File: src/rtl/betting_round_ctrl_pkg.sv
// Shared poker types: round FSM states, seat/chip widths and a seat-count helper.
package betting_round_ctrl_pkg;

  localparam int MAX_SEATS = 8;
  localparam int CHIP_W    = 10;
  localparam int SEAT_W    = 3;

  localparam logic [CHIP_W-1:0] CHIP_MAX = '1;

  typedef enum logic [2:0] {
    IDLE,
    SELECT,
    WAIT_ACT,
    APPLY,
    DONE
  } round_state_t;

  function automatic logic [3:0] seat_count(input logic [MAX_SEATS-1:0] m);
    logic [3:0] cnt;
    cnt = '0;
    for (int i = 0; i < MAX_SEATS; i++) begin
      cnt = cnt + 4'(m[i]);
    end
    return cnt;
  endfunction

endpackage

File: src/rtl/betting_round_ctrl_if.sv
// Action/turn bus between the table front-end (master) and the betting round controller (slave).
interface betting_round_ctrl_if;
  import betting_round_ctrl_pkg::*;

  logic                 start_round;
  logic [SEAT_W-1:0]    first_seat;
  logic [MAX_SEATS-1:0] in_hand;
  logic                 check_or_call;
  logic                 bet_or_raise;
  logic                 fold;
  logic [SEAT_W-1:0]    player_turn;
  logic                 turn_valid;
  logic                 make_bet;
  logic [CHIP_W-1:0]    bet_amount;
  logic [CHIP_W-1:0]    current_bet;
  logic [CHIP_W-1:0]    pot;
  logic [MAX_SEATS-1:0] folded;
  logic                 round_done;
  logic                 hand_won;

  modport master (
    output start_round, first_seat, in_hand, check_or_call, bet_or_raise, fold,
    input  player_turn, turn_valid, make_bet, bet_amount, current_bet, pot,
           folded, round_done, hand_won
  );

  modport slave (
    input  start_round, first_seat, in_hand, check_or_call, bet_or_raise, fold,
    output player_turn, turn_valid, make_bet, bet_amount, current_bet, pot,
           folded, round_done, hand_won
  );

endinterface

File: src/rtl/betting_round_ctrl_seat_rr_picker.sv
// Rotating priority encoder: first set mask bit at or after ptr, wrapping 7->0.
module seat_rr_picker
  import betting_round_ctrl_pkg::*;
(
  input  logic [MAX_SEATS-1:0] mask,
  input  logic [SEAT_W-1:0]    ptr,
  output logic [SEAT_W-1:0]    seat,
  output logic                 found
);

  logic [SEAT_W-1:0]    idx [MAX_SEATS];
  logic [MAX_SEATS-1:0] rot_mask;
  logic [SEAT_W-1:0]    offset;

  // rot_mask[k] is the seat k positions after the pointer, so bit 0 has top priority.
  generate
    for (genvar gi = 0; gi < MAX_SEATS; gi++) begin : g_rot
      assign idx[gi]      = ptr + SEAT_W'(gi);
      assign rot_mask[gi] = mask[idx[gi]];
    end
  endgenerate

  always_comb begin
    offset = '0;
    found  = 1'b0;
    for (int i = MAX_SEATS - 1; i >= 0; i--) begin
      if (rot_mask[i]) begin
        offset = SEAT_W'(i);
        found  = 1'b1;
      end
    end
  end

  assign seat = ptr + offset;

endmodule

File: src/rtl/betting_round_ctrl.sv
// Betting round controller: sequences turns, applies fold/call/raise, tracks pot and bets.
// Optional BET_TIMEOUT_EN: an idle turn of TIMEOUT_CYCLES is taken as a fold.
module betting_round_ctrl
  import betting_round_ctrl_pkg::*;
#(
  parameter int RAISE_UNIT     = 10,
  parameter int TIMEOUT_CYCLES = 1024
) (
  input logic                 clk,
  input logic                 reset,
  betting_round_ctrl_if.slave bus
);

  round_state_t         state_reg, state_next;
  logic [SEAT_W-1:0]    ptr_reg, seat_reg;
  logic [MAX_SEATS-1:0] in_hand_reg, folded_reg, acted_reg;
  logic [CHIP_W-1:0]    contrib_reg [MAX_SEATS];
  logic [CHIP_W-1:0]    current_bet_reg, pot_reg, bet_amount_reg;

  logic [MAX_SEATS-1:0] remaining, settled, seat_onehot;
  logic [3:0]           remaining_cnt;
  logic [SEAT_W-1:0]    pick_seat;
  logic                 pick_found;
  logic                 timeout_hit;
  logic                 do_fold, do_call, do_raise, accept;
  logic [CHIP_W:0]      raise_sum, pot_sum;
  logic [CHIP_W-1:0]    raise_bet, target_bet, pay;

  assign remaining     = in_hand_reg & ~folded_reg;
  assign remaining_cnt = seat_count(remaining);
  assign seat_onehot   = MAX_SEATS'(1) << seat_reg;

  seat_rr_picker u_picker (
    .mask  (remaining),
    .ptr   (ptr_reg),
    .seat  (pick_seat),
    .found (pick_found)
  );

  generate
    for (genvar gi = 0; gi < MAX_SEATS; gi++) begin : g_settled
      assign settled[gi] = ~remaining[gi] | (acted_reg[gi] & (contrib_reg[gi] == current_bet_reg));
    end
  endgenerate

`ifdef BET_TIMEOUT_EN
  localparam int TO_W = (TIMEOUT_CYCLES > 1) ? $clog2(TIMEOUT_CYCLES) : 1;
  logic [TO_W-1:0] timeout_cnt_reg;

  always_ff @(posedge clk or posedge reset) begin
    if (reset) begin
      timeout_cnt_reg <= '0;
    end else if (state_reg == SELECT) begin
      timeout_cnt_reg <= '0;
    end else if (state_reg == WAIT_ACT && !timeout_hit) begin
      timeout_cnt_reg <= timeout_cnt_reg + 1'b1;
    end
  end

  assign timeout_hit = (state_reg == WAIT_ACT) && (timeout_cnt_reg == TO_W'(TIMEOUT_CYCLES - 1));
`else
  assign timeout_hit = 1'b0;
`endif

  // A raise at a capped bet cannot move the bet, so it becomes a call.
  always_comb begin
    do_fold  = 1'b0;
    do_call  = 1'b0;
    do_raise = 1'b0;
    if (state_reg == WAIT_ACT) begin
      if (bus.fold || timeout_hit) begin
        do_fold = 1'b1;
      end else if (bus.check_or_call) begin
        do_call = 1'b1;
      end else if (bus.bet_or_raise) begin
        if (current_bet_reg == CHIP_MAX) do_call = 1'b1;
        else                             do_raise = 1'b1;
      end
    end
    accept = do_fold | do_call | do_raise;
  end

  assign raise_sum  = {1'b0, current_bet_reg} + (CHIP_W + 1)'(RAISE_UNIT);
  assign raise_bet  = raise_sum[CHIP_W] ? CHIP_MAX : raise_sum[CHIP_W-1:0];
  assign target_bet = do_raise ? raise_bet : current_bet_reg;
  assign pay        = do_fold ? '0 : target_bet - contrib_reg[seat_reg];
  assign pot_sum    = {1'b0, pot_reg} + {1'b0, pay};

  always_ff @(posedge clk or posedge reset) begin
    if (reset) state_reg <= IDLE;
    else       state_reg <= state_next;
  end

  always_comb begin
    state_next = state_reg;
    case (state_reg)
      IDLE:     if (bus.start_round) state_next = SELECT;
      SELECT:   state_next = (remaining_cnt <= 4'd1 || !pick_found) ? DONE : WAIT_ACT;
      WAIT_ACT: if (accept) state_next = APPLY;
      APPLY:    state_next = (remaining_cnt <= 4'd1 || (&settled)) ? DONE : SELECT;
      DONE:     state_next = IDLE;
      default:  state_next = IDLE;
    endcase
  end

  // Pot, contributions and bet all move on the accepting edge, so APPLY sees the new values.
  always_ff @(posedge clk or posedge reset) begin
    if (reset) begin
      ptr_reg         <= '0;
      seat_reg        <= '0;
      in_hand_reg     <= '0;
      folded_reg      <= '0;
      acted_reg       <= '0;
      current_bet_reg <= '0;
      pot_reg         <= '0;
      bet_amount_reg  <= '0;
      for (int i = 0; i < MAX_SEATS; i++) contrib_reg[i] <= '0;
    end else begin
      if (state_reg == IDLE && bus.start_round) begin
        in_hand_reg     <= bus.in_hand;
        ptr_reg         <= bus.first_seat;
        folded_reg      <= '0;
        acted_reg       <= '0;
        current_bet_reg <= '0;
        for (int i = 0; i < MAX_SEATS; i++) contrib_reg[i] <= '0;
      end
      if (state_reg == SELECT) seat_reg <= pick_seat;
      if (accept) begin
        bet_amount_reg  <= pay;
        pot_reg         <= pot_sum[CHIP_W] ? CHIP_MAX : pot_sum[CHIP_W-1:0];
        current_bet_reg <= target_bet;
        if (do_fold)  folded_reg <= folded_reg | seat_onehot;
        else          contrib_reg[seat_reg] <= target_bet;
        if (do_raise) acted_reg <= seat_onehot;
        else          acted_reg <= acted_reg | seat_onehot;
      end
      if (state_reg == APPLY) ptr_reg <= seat_reg + 1'b1;
    end
  end

  assign bus.player_turn = seat_reg;
  assign bus.turn_valid  = (state_reg == WAIT_ACT);
  assign bus.make_bet    = (state_reg == APPLY) && (bet_amount_reg != '0);
  assign bus.bet_amount  = bet_amount_reg;
  assign bus.current_bet = current_bet_reg;
  assign bus.pot         = pot_reg;
  assign bus.folded      = folded_reg;
  assign bus.round_done  = (state_reg == DONE);
  assign bus.hand_won    = (state_reg == DONE) && (remaining_cnt == 4'd1);

endmodule
File: src/flat_wrapper.sv
// flat-port wrapper written by rule: the top's interface ports become plain ports
module betting_round_ctrl_flat import betting_round_ctrl_pkg::*;
#(
  parameter int RAISE_UNIT     = 10,
  parameter int TIMEOUT_CYCLES = 1024
)
  (clk, reset, bus_start_round, bus_first_seat, bus_in_hand, bus_check_or_call, bus_bet_or_raise, bus_fold, bus_player_turn, bus_turn_valid, bus_make_bet, bus_bet_amount, bus_current_bet, bus_pot, bus_folded, bus_round_done, bus_hand_won);
  betting_round_ctrl_if bus_i ();
  input logic clk;
  input logic reset;
  input wire logic [$bits(bus_i.start_round)-1:0] bus_start_round;
  input wire logic [$bits(bus_i.first_seat)-1:0] bus_first_seat;
  input wire logic [$bits(bus_i.in_hand)-1:0] bus_in_hand;
  input wire logic [$bits(bus_i.check_or_call)-1:0] bus_check_or_call;
  input wire logic [$bits(bus_i.bet_or_raise)-1:0] bus_bet_or_raise;
  input wire logic [$bits(bus_i.fold)-1:0] bus_fold;
  output wire logic [$bits(bus_i.player_turn)-1:0] bus_player_turn;
  output wire logic [$bits(bus_i.turn_valid)-1:0] bus_turn_valid;
  output wire logic [$bits(bus_i.make_bet)-1:0] bus_make_bet;
  output wire logic [$bits(bus_i.bet_amount)-1:0] bus_bet_amount;
  output wire logic [$bits(bus_i.current_bet)-1:0] bus_current_bet;
  output wire logic [$bits(bus_i.pot)-1:0] bus_pot;
  output wire logic [$bits(bus_i.folded)-1:0] bus_folded;
  output wire logic [$bits(bus_i.round_done)-1:0] bus_round_done;
  output wire logic [$bits(bus_i.hand_won)-1:0] bus_hand_won;
  assign bus_i.start_round = bus_start_round;
  assign bus_i.first_seat = bus_first_seat;
  assign bus_i.in_hand = bus_in_hand;
  assign bus_i.check_or_call = bus_check_or_call;
  assign bus_i.bet_or_raise = bus_bet_or_raise;
  assign bus_i.fold = bus_fold;
  assign bus_player_turn = bus_i.player_turn;
  assign bus_turn_valid = bus_i.turn_valid;
  assign bus_make_bet = bus_i.make_bet;
  assign bus_bet_amount = bus_i.bet_amount;
  assign bus_current_bet = bus_i.current_bet;
  assign bus_pot = bus_i.pot;
  assign bus_folded = bus_i.folded;
  assign bus_round_done = bus_i.round_done;
  assign bus_hand_won = bus_i.hand_won;
  betting_round_ctrl #(.RAISE_UNIT(RAISE_UNIT), .TIMEOUT_CYCLES(TIMEOUT_CYCLES)) u_core (.clk(clk), .reset(reset), .bus(bus_i));
endmodule
File: config.mk
export PLATFORM = sky130hd
export DESIGN_NAME = betting_round_ctrl_flat
export DESIGN_NICKNAME = d
export VERILOG_FILES = /design/src/rtl/betting_round_ctrl_pkg.sv /design/src/rtl/betting_round_ctrl_if.sv /design/src/rtl/betting_round_ctrl_seat_rr_picker.sv /design/src/rtl/betting_round_ctrl.sv /design/src/flat_wrapper.sv
export SDC_FILE = /design/constraint.sdc
export NUM_CORES = 1
export LEC_CHECK = 0
export CELL_PAD_IN_SITES_DETAIL_PLACEMENT = 2
export CELL_PAD_IN_SITES_GLOBAL_PLACEMENT = 2
export CORE_MARGIN = 3
export CORE_UTILIZATION = 42
export DETAILED_ROUTE_END_ITERATION = 10
export PLACE_DENSITY_LB_ADDON = 0.08
export SYNTH_ARGS = -nofsm -noshare
export SYNTH_HDL_FRONTEND = slang
export SYNTH_HIERARCHICAL = 1
export SYNTH_SLANG_ARGS = --single-unit
File: constraint.sdc
create_clock -name clk -period 9.9 [get_ports clk]
set_input_delay 1.98 -clock clk [delete_from_list [all_inputs] [get_ports clk]]
set_output_delay 1.98 -clock clk [all_outputs]
set_load 0.01 [all_outputs]
### After elaboration in Yosys (flattened, before gate mapping)

Index checks and enable logic that the tools add are counted.

| storage, ports and cells | value |
|---|---|
| bits in registers | 143 |
| latch bits | 0 |
| RAM bits | 0 |
| ROM bits | 0 |
| input port bits | 17 |
| output and inout port bits | 45 |
| word-level logic and storage cells | 180 |
| memories | 0 |

| cells by class | value |
|---|---|
| $add $sub $neg | 19 |
| multiply operators | 0 |
| div/mod/pow operators | 0 |
| $lt $le $gt $ge | 11 |
| equal/unequal tests | 16 |
| shift-type cells | 1 |
| muxes and demuxes | 72 |
| bitwise logic cells | 31 |
| reduce and logical (&&, ||, !) cells | 13 |

Operators by type and width:

| kind | number |
|---|---|
| two-way mux 80 bit | 3 |
| two-way mux 10 bit | 9 |
| bitwise mux 80 bit | 1 |
| equality test 10 bit | 8 |
| two-way mux 8 bit | 6 |
| two-way mux 3 bit | 14 |
| less-than comparator 3 x 4 -> 1 bit, second input constant | 8 |
| binary-select mux 10 bit (select 3 bit) | 1 |
| demux 10 bit (select 3 bit) | 1 |
| two-way mux 1 bit | 28 |
| adder 4 x 1 -> 4 bit | 6 |
| binary-select mux 1 bit (select 3 bit) | 8 |
| OR 8 bit | 2 |
| adder 3 bit, second input constant | 4 |
| one-hot mux 3 bit (4 select lines) | 1 |
| adder 10 x 10 -> 11 bit | 1 |
| adder 10 x 4 -> 11 bit, second input constant | 1 |
| equality test 10 bit, second input constant | 1 |
| OR 1 bit | 10 |
| nonzero test 10 bit | 1 |
| subtractor 10 bit | 1 |
| bitwise AND 1 bit | 8 |
| bitwise AND 8 bit | 1 |
| inverter 1 bit | 8 |
| other kinds (23) | 31 |

### Longest topological paths before layout

| logic depth | value |
|---|---|
| depth in word-level cells | 16 |
| depth in mapped cells | 21 |

### Cells and area by module

The synthesis kept the hierarchy.

By module, submodules not included:

| module | instances | cells each | area an instance (sq um) | sequential area each (sq um) |
|---|---|---|---|---|
| betting_round_ctrl | 1 | 897 | 8614.5 | 3578.4 |
| seat_rr_picker | 1 | 77 | 778.2 | 0.0 |

### Least setup slack after synthesis

No wires, ideal clock.

| path | value |
|---|---|
| kind | input to register |
| from | input port bus_fold |
| to | register u_core.pot_reg[0] (netlist: u_core/bus.pot[0]) |
| arrival | 5902 ps |
| setup slack | 3877 ps |
| stages on the path | 18 |
| path through | clkbuf_1 or3_4 nor2_1 xor2_1 nor2_1 inv_1 ha_1 clkbuf_1 and3_1 or4b_1 a31oi_1 o31ai_1 and3_1 ha_1 a21o_1 a211oi_1 o21ai_1 o22a_1 |

| between the ends | value |
|---|---|
| word-level cells in the longest chain between the ends | 7 |
| elaborated cells on any way between the ends | 13 |
| those cells by class | 2 x add/sub; 9 x mux; 2 x bitwise |

RTL lines:

| what | RTL line | RTL |
|---|---|---|
| from (decl) | flat_wrapper.sv:16 | `input wire logic [$bits(bus_i.fold)-1:0] bus_fold;` |
| two-way mux 1 bit | betting_round_ctrl.sv:71 | `if (bus.fold \|\| timeout_hit) begin` |
| two-way mux 1 bit | betting_round_ctrl.sv:70 | `if (state_reg == WAIT_ACT) begin` |
| two-way mux 10 bit | betting_round_ctrl.sv:85 | `assign target_bet = do_raise ? raise_bet : current_bet_reg;` |
| subtractor 10 bit | betting_round_ctrl.sv:86 | `assign pay = do_fold ? '0 : target_bet - contrib_reg[seat_reg];` |
| two-way mux 10 bit * | betting_round_ctrl.sv:86 |  |
| named net u_core.pay[8] | betting_round_ctrl.sv:27 | `logic [CHIP_W-1:0] raise_bet, target_bet, pay;` |
| adder 10 x 10 -> 11 bit * | betting_round_ctrl.sv:87 | `assign pot_sum = {1'b0, pot_reg} + {1'b0, pay};` |
| two-way mux 10 bit * | betting_round_ctrl.sv:130 | `pot_reg <= pot_sum[CHIP_W] ? CHIP_MAX : pot_sum[CHIP_W-1:0];` |
| to (signal assigned) | betting_round_ctrl.sv:130 |  |
| to (decl) | betting_round_ctrl.sv:18 | `logic [CHIP_W-1:0] current_bet_reg, pot_reg, bet_amount_reg;` |

Mark *: on every way through the listed nets, which the timed path passes. The rest lies on a longest branch.
A chain may end at the register's enable or synchronous reset.

### Worst setup path after layout

| path | value |
|---|---|
| from | input port bus_fold |
| to | register u_core.pot_reg[3] (netlist: u_core/bus.pot[3]) |

The elaborated chain is that of the path after synthesis.

==> results.cfg <==
[pwr]
leakagePower_nw = 4.38
power_switching_mw = 1.73
finalPower_mw = 3.74
powerDensity_nw_per_um2 = 347
worst_ir_drop_vdd_v = 0.000279
combPwrFrac = 0.595
p_clk_frac = 0.186
pwr-share-seq = 0.219
internal_power_mw = 2.01
netSwitchingFraction = 0.463

[layout]
antenna_cells = 0
nets = 1053
layout-drive-gt1-share = 0.0990
largest_reg_flops = 80
nFillCells = 2300
fin_util = 0.492
area_growth_pct = 14.7

[floorplanning]
die_h_um = 156
ios = 62
placementRows = 54
core_um2 = 21900
start_util = 0.429
die_w_um = 156
die_area_um2 = 24200

[global_routing]
grt_pass1_vias = 8715
antenna_found_initial = 1
grt_max_degree = 98
grt_overflow = 0
grt_usage = 0.303
grt_pass1_wl_um = 55600

[synth]
yosys_register_bits = 143
synthCells = 974
syn_nets = 1030
ys_warn_count = 6
synth_cell_types = 71
ys_seq_area_frac = 0.381
async_flop_share = 1.00
syn_area_per_cell_um2 = 9.64
synth_top_cell_by_area = dfrtp_1
synth_top_area_frac = 0.381
synth_edf_count = 0
yosys_most_used_dff = dfrtp_1
synth_area_leaders = dfrtp_1 38%, xnor2_1 8.4%, o21ai_0 6.1%
synth.cell_area_um2 = 9390

[clock_tree]
cts-htree-levels = 4
root_buffer = clkbuf_16
clock_latency_ps = 440
cts_buffer_depth = 2
cts_sinks = 143
post_cts_buffers = 0
cts_buffers = 17
cts_tree = done
hold_buffers = 0
postCtsResizedCells = 0
path_clk_slew_ps = 60

[hold_path]
min_to = u_core/bus.bet_amount[3]$_DFFE_PP0N_
hp-class = reg2reg
min_path_cells = 2
hold_start = u_core/bus.bet_amount[3]$_DFFE_PP0N_

[timing]
rsz0062_at_grt = no
max_slew_margin = 0.231
worst_hold_slack_ps = 518
drv_slew = 0
final-hold-violation-count = 0
finClkSkew_ps = 14.2
worst_slew_pin_slew_ps = 1150
max_freq_mhz = 138
fin_setup_tns_ps = 0
min_period_ps = 7260
finalCritPeriodShare = 0.733
finalSetupViolations = 0

[critical_path]
timing.rr.start = u_core/bus.current_bet[5]$_DFFE_PP0P_
critical_path_required_ps = 10270
path_class = in2reg
cp-end-kind = register
start_kind = primary input
r2r_slack_ps = 3560
crit_fanout = 10
reg2reg_to = u_core/bus.pot[3]$_DFFE_PP0N_
ff2ff_path_depth = 17
worstPathArrival_ps = 7630

[route]
wirelength_um = 36200
num_vias = 8164
drt_pass1_iterations = 5
drtIter0Drc = 668
ant_nets = 0
viasPerCell = 6.33
wl_per_cell_um = 28.1
drc_errors = 0

[outcome]
status = finished, final reports clean

[place]
globalplace.congestion = 0.863
place.detailed.hpwl_um = 24900
portBuffers = 61

[run]
drv_cap = 0
## critical path, cell delays in order
cell             delay, ps
clkdlybuf4s50_1        610
or3_4                  520
nor2_1                 290
xor2_1                 110
nor2_1                 580
inv_1                  100
ha_1                   480
and3_1                 220
or4b_1                 500
nand3_1                170
o21a_1                 190
nor3_1                  80
ha_1                   380
o21ai_0                100
a21oi_1                230
nor2_1                  90
o21ai_1                710
o22a_1                 260
## worst max-delay path by stage
stage | startpoint | to | cells past startpoint
after CTS | bus_fold | u_core/bus.pot[3]$_DFFE_PP0N_ | 18
after global placement | bus_fold | u_core/bus.pot[0]$_DFFE_PP0N_ | 18
final | bus_fold | u_core/bus.pot[3]$_DFFE_PP0N_ | 18
after floorplan | bus_fold | u_core/bus.pot[0]$_DFFE_PP0N_ | 18
after detailed placement | bus_fold | u_core/bus.pot[3]$_DFFE_PP0N_ | 18
after global routing | bus_fold | u_core/bus.pot[3]$_DFFE_PP0N_ | 18
## per-layer routing
metal  vias up  share of wire  track usage
met3        49          0.043       0.0497
met5         -         0.0019       0.0179
met4         4          0.024       0.0905
li1       3589              -            -
met1      4309           0.45        0.417
met2       213           0.48        0.494
## per-stage QoR
step | cell area (um2) | std cells | setup slack (ps)
floorplan | 9390 | 974 | 3880
global placement | 10200 | 1258 | 2630
detailed placement | 10200 | 1258 | 2510
CTS | 10800 | 1290 | 2760
global route | 10800 | 1290 | 2330
finish | 10800 | 1290 | 2640
## cell type report
type | instances | area (um2) | share of cell area
Multi-Input combinational cell | 725 | 5380 | 0.499
Sequential cell | 143 | 3580 | 0.332
Timing Repair Buffer | 74 | 708 | 0.0657
Clock buffer | 19 | 443 | 0.0411
Tap cell | 280 | 350 | 0.0325
Clock inverter | 13 | 176 | 0.0164
Inverter | 36 | 140 | 0.0130
## synthesized netlist by cell type, types with 3 or more instances
cell type	n
o31ai_1	12
nor2_1	33
mux4_2	14
o21ai_0	114
a31oi_1	5
nand3_1	110
o211ai_1	4
mux2i_1	20
a21oi_1	18
clkbuf_1	43
mux4_1	5
xor2_1	10
and3_1	7
nand2_1	42
a21o_1	4
a211o_1	3
dfrtp_1	143
nand2b_1	12
a22o_1	11
inv_1	33
mux2_2	24
nor4_1	3
buf_2	3
o21ai_1	4
fa_1	7
a221oi_1	3
a211oi_1	5
buf_6	5
nand3b_1	3
and2_1	8
o22a_1	11
or2_2	5
nand4_1	22
buf_1	19
a32o_1	10
xnor2_1	90
o21a_1	5
nor2b_1	12
ha_1	32
nor3_1	22
## cells by family after synthesis
logic type	count (synthesis)	synth area share
buffers and inverters	106	0.0468
adders and majority gates	39	0.0575
muxes	64	0.0988
and+or+nand+nor	297	0.168
xor gates and xnor gates	101	0.0950
AOI/OAI and AO/OA	224	0.153
DFF	143	0.381
## placed cells by master, fill, tap and decap left out, types with 4 or more instances in the layout
| cell | count |
|---|---|
| and3_1 | 7 |
| o21ai_0 | 114 |
| nand4_1 | 22 |
| clkdlybuf4s50_1 | 61 |
| nand2b_1 | 12 |
| and2_1 | 8 |
| a31oi_1 | 5 |
| nor3_1 | 22 |
| mux4_2 | 14 |
| a21o_1 | 4 |
| a211oi_1 | 5 |
| o22a_1 | 11 |
| mux2_2 | 24 |
| xor2_1 | 10 |
| ha_1 | 32 |
| fa_1 | 7 |
| o21ai_1 | 4 |
| o21a_1 | 5 |
| a22o_1 | 11 |
| mux4_1 | 5 |
| inv_1 | 32 |
| a32o_1 | 10 |
| o211ai_1 | 4 |
| xnor2_1 | 90 |
| buf_4 | 13 |
| nand2_1 | 42 |
| nand3_1 | 110 |
| mux2i_1 | 20 |
| nor2_1 | 33 |
| nor2b_1 | 12 |
| o31ai_1 | 12 |
| inv_6 | 6 |
| dfrtp_1 | 143 |
| clkbuf_16 | 17 |
| or2_2 | 5 |
| a21oi_1 | 18 |
## power by group through the flow
stage          registers, mW  logic (mW)  clock network (mW)
4_1_cts                0.816        2.21               0.709
5_1_grt                0.833        2.43               0.735
2_1_floorplan          0.770        1.56                   0
3_5_place_dp           0.826        2.17                   0
6_report               0.817        2.22               0.697
3_3_place_gp           0.820        2.09                   0
(Power assumes the default switching activity.)
